==> config.mk <==
export PLATFORM = sky130hd
export DESIGN_NAME = stopwatch_core
export DESIGN_NICKNAME = d
export VERILOG_FILES = /design/src/rtl/stopwatch_pkg.sv /design/src/rtl/btn_debounce.sv /design/src/rtl/stopwatch_core.sv
export SDC_FILE = /design/constraint.sdc
export NUM_CORES = 1
export LEC_CHECK = 0
export ABC_AREA = 1
export BUFFER_PORTS_ARGS = -buffer_cell sky130_fd_sc_hd__buf_4
export CAP_MARGIN = 20
export CORE_MARGIN = 5
export CORE_UTILIZATION = 35
export DETAILED_ROUTE_END_ITERATION = 8
export PLACE_DENSITY_LB_ADDON = 0.25
export SYNTH_ARGS = -nofsm -noshare
export SYNTH_HDL_FRONTEND = slang
export SYNTH_SLANG_ARGS = --single-unit
export TNS_END_PERCENT = 1
==> constraint.sdc <==
create_clock -name clk -period 4.1 [get_ports clk]
set_clock_uncertainty 0.05 [all_clocks]
set_input_delay 0.41 -clock clk [delete_from_list [all_inputs] [get_ports clk]]
set_output_delay 0.41 -clock clk [all_outputs]
set_load 0.01 [all_outputs]
==> src/rtl/stopwatch_pkg.sv <==
// Shared constants and types for the stopwatch timekeeping core.
// Holds digit widths, BCD limits, default divider values and a BCD helper.
package stopwatch_pkg;

    localparam int TENS_W = 3;
    localparam int ONES_W = 4;

    localparam logic [ONES_W-1:0] SEC_ONES_MAX = 4'd9;
    localparam logic [TENS_W-1:0] TENS_MAX     = 3'd5;

    localparam int DEF_TICK_DIV  = 100_000_000;
    localparam int DEF_ADJ_DIV   = 50_000_000;
    localparam int DEF_DB_CYCLES = 1_000_000;

    typedef struct packed {
        logic [TENS_W-1:0] tens;
        logic [ONES_W-1:0] ones;
    } bcd_pair_t;

    // True when the pair reads 59, i.e. the next increment carries out.
    function automatic logic bcd_at_max(input bcd_pair_t p);
        return (p.tens == TENS_MAX) && (p.ones == SEC_ONES_MAX);
    endfunction

endpackage

==> src/rtl/btn_debounce.sv <==
// Two-flop synchronizer followed by a stable-sample debouncer.
// Ports: clk, rstN (sync, active-low), i_raw (async button), o_level (debounced).
module btn_debounce
    import stopwatch_pkg::*;
#(
    parameter int DB_CYCLES = DEF_DB_CYCLES
) (
    input  logic clk,
    input  logic rstN,
    input  logic i_raw,
    output logic o_level
);

    localparam int CW = (DB_CYCLES > 1) ? $clog2(DB_CYCLES) : 1;
    localparam logic [CW-1:0] CNT_LAST = CW'(DB_CYCLES - 1);

    logic          r_sync1;
    logic          r_sync2;
    logic          r_level;
    logic [CW-1:0] r_cnt;

    // The counter tracks consecutive samples that disagree with the output;
    // any agreeing sample restarts it.
    always_ff @(posedge clk) begin
        if (!rstN) begin
            r_sync1 <= 1'b0;
            r_sync2 <= 1'b0;
            r_level <= 1'b0;
            r_cnt   <= '0;
        end else begin
            r_sync1 <= i_raw;
            r_sync2 <= r_sync1;
            if (r_sync2 == r_level) begin
                r_cnt <= '0;
            end else if (r_cnt == CNT_LAST) begin
                r_cnt   <= '0;
                r_level <= r_sync2;
            end else begin
                r_cnt <= r_cnt + CW'(1);
            end
        end
    end

    assign o_level = r_level;

endmodule

==> src/rtl/stopwatch_core.sv <==
// MM:SS stopwatch core: dividers, button handling, run/pause/adjust/clear.
// Ports: clk, rstN, pauseBtn, clrBtn, adjIn, selIn in; m10, m1, s10, s1, adj, sel, running out.
module stopwatch_core
    import stopwatch_pkg::*;
#(
    parameter int TICK_DIV  = DEF_TICK_DIV,
    parameter int ADJ_DIV   = DEF_ADJ_DIV,
    parameter int DB_CYCLES = DEF_DB_CYCLES
) (
    input  logic              clk,
    input  logic              rstN,
    input  logic              pauseBtn,
    input  logic              clrBtn,
    input  logic              adjIn,
    input  logic              selIn,
    output logic [TENS_W-1:0] m10,
    output logic [ONES_W-1:0] m1,
    output logic [TENS_W-1:0] s10,
    output logic [ONES_W-1:0] s1,
    output logic              adj,
    output logic              sel,
    output logic              running
);

    localparam int TW = (TICK_DIV > 1) ? $clog2(TICK_DIV) : 1;
    localparam int AW = (ADJ_DIV > 1) ? $clog2(ADJ_DIV) : 1;
    localparam logic [TW-1:0] TICK_LAST = TW'(TICK_DIV - 1);
    localparam logic [AW-1:0] ADJ_LAST  = AW'(ADJ_DIV - 1);

    function automatic bcd_pair_t bcd_inc(input bcd_pair_t p);
        bcd_pair_t r;
        r = p;
        if (p.ones == SEC_ONES_MAX) begin
            r.ones = '0;
            r.tens = (p.tens == TENS_MAX) ? '0 : p.tens + 3'd1;
        end else begin
            r.ones = p.ones + 4'd1;
        end
        return r;
    endfunction

    logic          r_adj_s1;
    logic          r_adj;
    logic          r_sel_s1;
    logic          r_sel;
    logic [TW-1:0] r_tdiv;
    logic [AW-1:0] r_adiv;
    logic          r_run;
    logic          r_pause_prev;
    bcd_pair_t     r_min;
    bcd_pair_t     r_sec;

    logic      w_pause_lvl;
    logic      w_clr_lvl;
    logic      w_pause_pulse;
    logic      w_tick1;
    logic      w_tick2;
    bcd_pair_t w_min_next;
    bcd_pair_t w_sec_next;
    logic      w_sec_carry;

    btn_debounce #(.DB_CYCLES(DB_CYCLES)) u_db_pause (
        .clk     (clk),
        .rstN    (rstN),
        .i_raw   (pauseBtn),
        .o_level (w_pause_lvl)
    );

    btn_debounce #(.DB_CYCLES(DB_CYCLES)) u_db_clr (
        .clk     (clk),
        .rstN    (rstN),
        .i_raw   (clrBtn),
        .o_level (w_clr_lvl)
    );

    assign w_pause_pulse = w_pause_lvl & ~r_pause_prev;
    assign w_tick1       = (r_tdiv == TICK_LAST);
    assign w_tick2       = (r_adiv == ADJ_LAST);
    assign w_min_next    = bcd_inc(r_min);
    assign w_sec_next    = bcd_inc(r_sec);
    assign w_sec_carry   = bcd_at_max(r_sec);

    // adj/sel are level switches: synchronized only, no debounce.
    always_ff @(posedge clk) begin
        if (!rstN) begin
            r_adj_s1 <= 1'b0;
            r_adj    <= 1'b0;
            r_sel_s1 <= 1'b0;
            r_sel    <= 1'b0;
        end else begin
            r_adj_s1 <= adjIn;
            r_adj    <= r_adj_s1;
            r_sel_s1 <= selIn;
            r_sel    <= r_sel_s1;
        end
    end

    // Holding the divider at 0 during clear makes the first second full length.
    always_ff @(posedge clk) begin
        if (!rstN) begin
            r_tdiv <= '0;
        end else if (w_clr_lvl || w_tick1) begin
            r_tdiv <= '0;
        end else begin
            r_tdiv <= r_tdiv + TW'(1);
        end
    end

    always_ff @(posedge clk) begin
        if (!rstN) begin
            r_adiv <= '0;
        end else if (!r_adj || w_tick2) begin
            r_adiv <= '0;
        end else begin
            r_adiv <= r_adiv + AW'(1);
        end
    end

    always_ff @(posedge clk) begin
        if (!rstN) begin
            r_run        <= 1'b0;
            r_pause_prev <= 1'b0;
        end else begin
            r_pause_prev <= w_pause_lvl;
            if (w_pause_pulse) begin
                r_run <= ~r_run;
            end
        end
    end

    // Clear beats adjust beats normal counting.
    always_ff @(posedge clk) begin
        if (!rstN) begin
            r_min <= '0;
            r_sec <= '0;
        end else if (w_clr_lvl) begin
            r_min <= '0;
            r_sec <= '0;
        end else if (r_adj) begin
            if (w_tick2) begin
                if (r_sel) begin
                    r_sec <= w_sec_next;
                end else begin
                    r_min <= w_min_next;
                end
            end
        end else if (r_run && w_tick1) begin
            r_sec <= w_sec_next;
            if (w_sec_carry) begin
                r_min <= w_min_next;
            end
        end
    end

    assign m10     = r_min.tens;
    assign m1      = r_min.ones;
    assign s10     = r_sec.tens;
    assign s1      = r_sec.ones;
    assign adj     = r_adj;
    assign sel     = r_sel;
    assign running = r_run;

endmodule
==> run summary <==
Synth Area in Adders = 0.00861
CTS hold repair buffers = 0
CP arrival = 2.54 ns
Ant. Diodes = 0
post-route antenna net violation count = 0
Post-Synth Simple-Gate Area = 0.381
Avg Cell Area, Syn = 7.00 um^2
WS Path Type = flip-flop to flip-flop
# Max-Cap Violations = 0
Psw = 0.000572 W
setup slack, reg-to-reg = 1.81 ns
Hold Crit Class = primary input to flip-flop
Post-DP HPWL = 8.50 mm
Clock Path Buffers = 2
Final Cycle Share = 0.558
GPL Wtd Cong = 0.834
CP Data Required Time = 4.35 ns
combinational power share = 0.017
Initial Utilization = 0.353
fraction of registers with async set/reset = 0
worst vdd ir = 0.367 mV
initial antenna violation count = 0
Hold Worst Slack = 0.127 ns
Root Buffer = clkbuf_16
Die X = 139 um
Final Hold Viols = 0
Netlist cell types = 41
clock share of power = 0.544
placed cell areas = 0.00620 mm^2
Vias/cell = 4.53
Leak = 2.46 nW
Port Buffers = 22
Compound-Gate Fraction of Synth Area = 0.0734
Worst-path clk slew = 0.06 ns
largest net degree at the start of global routing = 23
Core Region = 0.0165 mm^2
area grow syn2layout = 16.7%
Tmin final = 2.29 ns
fmax = 437 MHz
number of synthesized flops with an enable pin = 0
Post-CTS Resized = 0
Seq pwr share = 0.438
Synth area leader = dfxtp_1
synthesis-stage register bit count = 119
CTS sink cnt = 119
Post-Syn Area = 0.00582 mm^2
Starting DRT DRC Count = 235
Final Max Slew Viols = 0
Slew HR = 0.454
share of cells above drive strength 1 = 0.116
Tightest Pin Transition = 0.817 ns
Die Ht = 139 um
CTS tree = yes
sum of negative setup slack = 0 ns
IO Count = 23
vias in the first global route = 4,593
Cell Pwr Density = 394 mW/mm^2
Area contributors post-synth = dfxtp_1 (41%), nand2_1 (12%), nor2_1 (8.5%), inv_1 (7.5%), a21oi_1 (3.7%)
die area = 0.0193 mm^2
number of nets in the layout = 873
first-pass GRT wire length = 20.5 mm
type of origin of the critical path = flip-flop
# setup viols final = 0
Final Cell Area = 0.00679 mm^2
register area share after synthesis = 0.410
wire length per cell = 10.6 um
multiplexer area fraction after synthesis = 0
clk_lat worst skew = 0.41 ns
post-CTS setup buffers = 0
H-Tree Depth = 4
share of the synthesized area in the top cell type = 0.410
top_reg_cell synth = dfxtp_1
RSZ-0062 raised after global routing = false
# DRC = 0
global route overflow = 0
largest family of logic cells by synthesized area = simple AND/OR/NAND/NOR gates
TritonCTS Buffers = 17
Synthesis Warnings = 0
final wirelength = 11.6 mm
Crit. End Element = flip-flop
DRT Pass-1 Iters = 5
CP max FO = 22
switch share = 0.214
Gate Count Post-Synth = 831
Pint = 0.00210 W
GRT Util Overall = 0.126
Site Rows = 47
Vias = 4,961
syn_nets = 841
post-synthesis xor/xnor area fraction = 0.0422
outcome = finished, final reports clean
[cell usage in the layout, fill, tap and decap left out, drive strengths merged, types with 2 or more instances in the layout]
cell type	n
nand2	194
nor2	147
dfxtp	119
inv	118
a21oi	44
nand3	44
nor3	35
nand4	28
buf	22
xor2	20
clkbuf	20
o21ai	17
or2	11
nor3b	9
xnor2	8
clkinvlp	7
nor4	6
o21a	4
ha	4
o21bai	3
nand3b	3
clkinv	3
a31oi	2
bufinv	2
[path summary, 6_finish.rpt]
check	depth (start not counted)	start	endpoint
setup / recovery	10	r_tdiv[0]	r_tdiv[20]
hold / removal	3	adjIn	r_adj_s1
setup reg to reg	10	r_tdiv[0]	r_tdiv[20]
hold reg to reg	2	u_db_pause.r_sync1	u_db_pause.r_sync2
[cells in the mapped netlist, types with 2 or more instances]
cell type / count
nand2_1: 187
nor2_1: 132
dfxtp_1: 119
inv_1: 116
a21oi_1: 43
nand3_1: 38
nor3_1: 31
nand4_1: 28
xor2_1: 20
o21ai_0: 16
nor2_2: 11
or2_2: 11
nor3b_1: 8
xnor2_1: 8
nor4_1: 6
buf_2: 5
nand2_2: 5
nand3_2: 5
ha_1: 4
nor2_4: 4
o21a_1: 4
nand3b_1: 3
nor3_2: 3
o21bai_1: 3
a31oi_1: 2
clkbuf_1: 2
inv_2: 2
nand2_4: 2
[cell type report]
cell class / count / area (um^2)
clock buffers: 20 / 457
well taps: 220 / 275
clock inverters: 12 / 128
flip-flops and latches: 119 / 2380
inverters: 118 / 443
repair buffers: 22 / 165
fillers: 1743 / 9680
multi-input cells: 585 / 2940
[cell families after synthesis]
| kind of cell | count (synthesis) |
|---|---|
| fa+ha+maj | 4 |
| compound gates | 74 |
| buf+inv | 127 |
| flops | 119 |
| simple gates | 479 |
| xor+xnor | 28 |
[state kept, by name, indices dropped and copies added (netlist names), 3 cells and up]
signal            cells
m10                   3
s1                    4
r_adiv               26
r_tdiv               27
m1                    4
u_db_pause.r_cnt     20
u_db_clr.r_cnt       20
s10                   3
[per-stage QoR]
stage,worst slack (ns),std cells,utilization,power (W)
floorplan,2.46,831,-,0.00123
global placement,1.80,1064,0.377,0.00124
detailed placement,1.76,1064,0.377,0.00124
CTS,1.78,1096,0.412,0.00271
global route,1.48,1096,0.412,0.00278
finish,1.81,1096,0.412,0.00267
[power by group through the flow]
stage                     Combinational, W  Clock, W  Sequential [W]
final                            0.0000467   0.00146         0.00117
after floorplan                  0.0000347         0         0.00120
after global routing             0.0000539   0.00155         0.00117
after detailed placement         0.0000478         0         0.00120
after global placement           0.0000477         0         0.00120
after CTS                        0.0000480   0.00149         0.00117
[critical path, cell delays in order (launching register included)]
cell and delay, ns:
dfxtp_1 0.34, ha_1 0.17, nand2_1 0.08, nor2_2 0.13
nand2_2 0.11, nor2_1 0.18, nand2_1 0.08, nand2_1 0.57
inv_1 0.27, o21ai_0 0.14, a21oi_1 0.05
[routing by layer]
metal	wire length, um	global-route usage	up-vias
li1	-	-	2713
met1	5950	0.165	2184
met2	5150	0.200	47
met3	333	0.0338	17
met4	165	0.0448	0
met5	0	0	-
No activity file was read; power rests on OpenSTA's default activity.
